--- config.mk ---
export PLATFORM = sky130hd
export DESIGN_NAME = imem_loader
export DESIGN_NICKNAME = d
export VERILOG_FILES = /design/src/rtl/imem_loader.sv
export SDC_FILE = /design/constraint.sdc
export NUM_CORES = 2
export LEC_CHECK = 0
export BUFFER_PORTS_ARGS = -buffer_cell sky130_fd_sc_hd__buf_2
export CAP_MARGIN = 20
export CELL_PAD_IN_SITES_DETAIL_PLACEMENT = 0
export CELL_PAD_IN_SITES_GLOBAL_PLACEMENT = 1
export CORE_ASPECT_RATIO = 1.4
export CORE_UTILIZATION = 27
export CTS_CLUSTER_DIAMETER = 200
export CTS_CLUSTER_SIZE = 20
export DETAILED_ROUTE_END_ITERATION = 12
export GPL_TIMING_DRIVEN = 0
export PLACE_DENSITY = 0.52
export SLEW_MARGIN = 10
export SYNTH_ARGS = -nofsm -noshare
export SYNTH_HDL_FRONTEND = slang
export SYNTH_SLANG_ARGS = --single-unit
--- constraint.sdc ---
create_clock -name clock -period 5.3 [get_ports clock]
set_input_delay 1.06 -clock clock [delete_from_list [all_inputs] [get_ports clock]]
set_output_delay 1.06 -clock clock [all_outputs]
set_load 0.01 [all_outputs]
--- src/rtl/imem_loader.sv ---
// Purpose: 256x16 instruction memory, filled by a byte-serial framed load that holds the CPU until it finishes.
// Latency: i_datain is combinational from i_addr; a word is written on the edge that accepts its low byte.
// Backpressure: rx_ready is high only while a load is active and load_en is high; bytes are taken on rx_valid & rx_ready.
module imem_loader #(
  parameter logic [7:0] BASE_ADDR = 8'h00
) (
  input  logic        clock,
  input  logic        reset,
  input  logic        load_en,
  input  logic        rx_valid,
  input  logic [7:0]  rx_data,
  output logic        rx_ready,
  input  logic [7:0]  i_addr,
  output logic [15:0] i_datain,
  output logic        cpu_hold,
  output logic        cpu_start,
  output logic        load_done,
  output logic        load_err,
  output logic [8:0]  word_count
);

  typedef enum logic [2:0] {
    S_IDLE,
    S_LEN,
    S_HI,
    S_LO,
    S_CSUM,
    S_DONE,
    S_ERR
  } state_t;

  state_t      state_q, state_d;
  logic        load_en_q, load_en_d;
  logic [7:0]  ptr_q, ptr_d;
  logic [7:0]  acc_q, acc_d;
  logic [7:0]  hi_q, hi_d;
  logic [8:0]  len_q, len_d;
  logic [8:0]  wc_q, wc_d;
  logic        done_q, done_d;
  logic        err_q, err_d;
  logic        start_q, start_d;

  logic        active;
  logic        accept;
  logic        rise;
  logic        mem_we;
  logic [7:0]  mem_waddr;
  logic [15:0] mem_wdata;

  // Storage is deliberately left out of reset so a reset never wipes a loaded program.
  logic [15:0] mem [0:255];

  // Loading phases are the only ones that own the CPU and the byte port.
  always_comb begin
    active   = (state_q == S_LEN) || (state_q == S_HI) ||
               (state_q == S_LO)  || (state_q == S_CSUM);
    cpu_hold = active;
    // Gating by load_en keeps a byte from being swallowed in the abort cycle.
    rx_ready = active & load_en;
    accept   = rx_valid & rx_ready;
    rise     = load_en & ~load_en_q;
  end

  // Next-state, frame parsing and memory write strobe.
  always_comb begin
    state_d   = state_q;
    load_en_d = load_en;
    ptr_d     = ptr_q;
    acc_d     = acc_q;
    hi_d      = hi_q;
    len_d     = len_q;
    wc_d      = wc_q;
    done_d    = done_q;
    err_d     = err_q;
    start_d   = 1'b0;
    mem_we    = 1'b0;
    mem_waddr = ptr_q;
    mem_wdata = {hi_q, rx_data};

    case (state_q)
      S_IDLE, S_DONE, S_ERR: begin
        if (rise) begin
          // Entering LEN starts a fresh frame: status and counters are cleared here.
          state_d = S_LEN;
          done_d  = 1'b0;
          err_d   = 1'b0;
          wc_d    = 9'd0;
          acc_d   = 8'd0;
          ptr_d   = BASE_ADDR;
        end
      end
      S_LEN, S_HI, S_LO, S_CSUM: begin
        if (!load_en) begin
          // Abort: partial words and word_count are kept as a record of progress.
          state_d = S_IDLE;
          done_d  = 1'b0;
          err_d   = 1'b0;
        end else if (accept) begin
          case (state_q)
            S_LEN: begin
              // A zero length byte encodes a full 256-word image.
              len_d   = (rx_data == 8'd0) ? 9'd256 : {1'b0, rx_data};
              state_d = S_HI;
            end
            S_HI: begin
              hi_d    = rx_data;
              acc_d   = acc_q ^ rx_data;
              state_d = S_LO;
            end
            S_LO: begin
              mem_we  = 1'b1;
              acc_d   = acc_q ^ rx_data;
              ptr_d   = ptr_q + 8'd1;
              wc_d    = wc_q + 9'd1;
              state_d = ((wc_q + 9'd1) == len_q) ? S_CSUM : S_HI;
            end
            default: begin
              if (rx_data == acc_q) begin
                state_d = S_DONE;
                done_d  = 1'b1;
                start_d = 1'b1;
              end else begin
                state_d = S_ERR;
                err_d   = 1'b1;
              end
            end
          endcase
        end
      end
      default: state_d = S_IDLE;
    endcase
  end

  // Control and datapath registers, cleared asynchronously.
  always_ff @(posedge clock or negedge reset) begin
    if (!reset) begin
      state_q   <= S_IDLE;
      load_en_q <= 1'b0;
      ptr_q     <= BASE_ADDR;
      acc_q     <= 8'd0;
      hi_q      <= 8'd0;
      len_q     <= 9'd0;
      wc_q      <= 9'd0;
      done_q    <= 1'b0;
      err_q     <= 1'b0;
      start_q   <= 1'b0;
    end else begin
      state_q   <= state_d;
      load_en_q <= load_en_d;
      ptr_q     <= ptr_d;
      acc_q     <= acc_d;
      hi_q      <= hi_d;
      len_q     <= len_d;
      wc_q      <= wc_d;
      done_q    <= done_d;
      err_q     <= err_d;
      start_q   <= start_d;
    end
  end

  // Word write when the low byte of a pair lands.
  always_ff @(posedge clock) begin
    if (mem_we) begin
      mem[mem_waddr] <= mem_wdata;
    end
  end

  assign i_datain   = mem[i_addr];
  assign cpu_start  = start_q;
  assign load_done  = done_q;
  assign load_err   = err_q;
  assign word_count = wc_q;

endmodule

==> results.cfg <==
[outcome]
status = finished with violations
violations = design-rule violations, negative setup slack

[clock_network]
clockBufferDepth = 4
cts_tree = built
clk_pin_slew_worst_paths_ns = 0.09
cts_sinks = 4145
numCtsBuffers = 229
clock_latency_ns = 1.04
clockRootBuffer = clkbuf_16
htree_levels = 4

[drt]
finalWirelength_microns = 589000
drc = 4
routedWlPerCell_microns = 36.2
num_vias = 82227
routed_via_density = 5.04
drtAntennaViolNets = 0
dr.pass1.iters = 11
drt_iter0_drc = 8506

[worst_setup_path]
r2r_start = state_q[2]$_DFFE_PN0P_
crit_buf_inv = 7
reg2regPathDepth = 8
slowest_delay_ns = 0.42
required_ns = 4.24
end_kind = primary output
critical_path_class = input pin to primary output
crit_path_cell_trace = buf_8, buf_6, buf_12, buf_6, buf_12, buf_12, mux4_2, o22ai_2, a22oi_2, nand4_1, nor4_2, buf_4
critPathLaunchType = input pin
arrival_ns = 4.40
cp_top_family = buffers and inverters
path_depth = 12
reg2reg_slack_ns = 0.39
critPathMaxFanout = 10
reg2reg_to = mem[125][6]$_DFFE_PP_
slowest_stage = nand4_1
crit_top_cell = buf_12

[power]
powerDensity_nw_per_um2 = 347
ir_worst_vdd_mv = 0.327
p_leak_uw = 0.0582

[yosys]
synth-async-reset-ratio_pct = 1.18
ys.flop_type = edfxtp_1
synth_warnings = 0
synth_top_area_cell = edfxtp_1
synth_cell_types = 61
seq_area_frac_synth_pct = 77.2
syn_area_per_cell_sq_um = 21.1
ys_top_cells_by_count = 4096 x edfxtp_1, 758 x mux4_2, 714 x mux2i_1
synth.area.top_cells = edfxtp_1 76%, mux4_2 11%, mux2i_1 4.4%
synth_seq_cells = 4145
synth_cells = 7625
yosysMostFrequentCell = edfxtp_1
yosysTopAreaCellShare_pct = 76.4
netlist_area_sq_um = 161000
synthesis.nets = 7650
synth_edf_count = 4096

[floorplan]
coreArea_sq_um = 594000
dieHeight_microns = 915
start_util_pct = 27.1
die_w_microns = 654
core.rowCount = 335
io-pin-count = 50
die_area_sq_um = 599000

[layout]
nNetsFinal = 8329
drive_gt1_share_pct = 30.0
utilization_pct = 31.8
area_delta_synth_final_pct = 17.3
final_cell_area_sq_um = 189000

[timing]
rsz0062_at_grt = yes
fin_worst_skew_ns = 0.0953
layout_setup_ws_ns = -0.162
tightest_slew_ns = 1.26
maxSlewHeadroom_pct = 16.0
drv_slew = 0
fin_crit_sh_pct = 103
hold_viol_final = 0
period_needed_ns = 5.46
fmax_mhz = 183
setup_violations = 13

[global_route]
antenna_found_initial = 24
first_global_vias = 84558
overflow = 0
grt_use_total_pct = 19.3
grt_pass1_wl_microns = 776000
grt_max_degree = 129

[placed_design]
post_dp_cell_area_sq_um = 178000
port_buffers = 46
hpwl_microns = 427000
gp_congestion = 1.15

[min_path]
whs_path_depth = 1
worstHoldStart = load_en
min_to = load_en_q$_DFF_PN0_
holdCritPathClass = input pin to flop

[job]
cap_violations = 0
worst max-delay path by stage:
stage,end,from
6_report,i_datain[15],i_addr[1]
5_1_grt,i_datain[4],i_addr[2]
4_1_cts,i_datain[4],i_addr[0]
3_5_place_dp,i_datain[9],i_addr[1]
3_3_place_gp,mem[138][8]$_DFFE_PP_,hi_q[0]$_DFFE_PN0P_
2_1_floorplan,i_datain[13],i_addr[2]
flip-flops by register name (all words and copies together) (netlist names):
register and flops:
cpu_start 1, word_count 9, len_q 9, mem 4096
load_done 1, hi_q 8, mem_waddr 8, acc_q 8
state_q 3, load_en_q 1, load_err 1
power by group:
part,internal (uW),leakage [uW],switching [uW]
Sequential,38400,0.0376,514
Combinational,2290,0.0177,5920
Clock,7870,0.00295,10600
Total,48500,0.0582,17000
metal layers:
layer / share of wire [%] / vias to the layer above / global-route usage, %
met2: 51 / 3038 / 34.6
met3: 5.8 / 946 / 3.19
li1: - / 33292 / -
met4: 8.9 / 0 / 13.8
met1: 34 / 44951 / 20.4
met5: 0 / - / 0
stage by stage:
| stage | total power [uW] | instances | setup slack, ns | hold WS (ns) | setup TNS (ns) |
|---|---|---|---|---|---|
| 2_1_floorplan | 43000 | 7625 | 1.21 | 0.501 | 0 |
| 3_3_place_gp | 46200 | 15590 | -4.04 | 0.520 | - |
| 3_5_place_dp | 47400 | 15931 | -2.50 | 0.522 | -114.27 |
| 4_1_cts | 65900 | 16244 | -0.0896 | 0.0516 | -0.149 |
| 5_1_grt | 67000 | 16293 | -0.0699 | 0.100 | -0.257 |
| 6_report | 65500 | 16303 | -0.162 | 0.135 | -1.05 |
cell type report:
type | instances | area [sq um]
diodes | 43 | 108
plain buffers | 454 | 4640
clock buffers | 259 | 5910
clock inverters | 9 | 120
fillers | 56556 | 405000
inverters | 10 | 41.3
multi-input cells | 3012 | 37100
flip-flops and latches | 4145 | 124000
well taps | 7919 | 9910
repair buffers | 452 | 6720
cell families after synthesis:
logic type | count (synthesis) | share of synthesized area, %
flip-flops | 4145 | 77.2
multiplexers | 1502 | 15.4
AO/OA/AOI/OAI | 823 | 3.56
AND/OR/NAND/NOR | 654 | 1.88
buffers and inverters | 468 | 1.82
XOR/XNOR | 28 | 0.152
adder cells (fa/ha/maj) | 5 | 0.0389
worst reg2reg max path, cell delays in order (launching register included):
cell and delay, ns:
dfrtp_1 0.37, clkbuf_1 0.24, nor3_2 0.70, and3_1 0.97
nand2_1 0.90, clkbuf_1 0.41, buf_8 0.21, nor2_2 0.52
buf_6 0.25
timing repair:
| item | 4_1_cts | 5_1_grt |
|---|---|---|
| hold endpoints to repair | 21 | 0 |
| hold buffers | 1 | 0 |
| resized for setup | 856 | 119 |
| setup endpoints to repair | 16 | 16 |
| setup buffers | 45 | 16 |
| cloned | 2 | 0 |
| pin swaps | 75 | 41 |
cell usage in the layout (no fill, tap or decap), types with 71 or more instances in the layout:
master / n
a21oi_1: 130
buf_16: 90
buf_4: 127
buf_6: 103
buf_8: 250
clkbuf_1: 90
clkbuf_16: 237
clkbuf_2: 87
edfxtp_1: 4096
mux2i_1: 696
mux4_2: 758
nand2_1: 71
nor2_2: 227
o221ai_1: 189
o221ai_2: 74
o22ai_1: 186
Power figures use the tool's default switching activity.
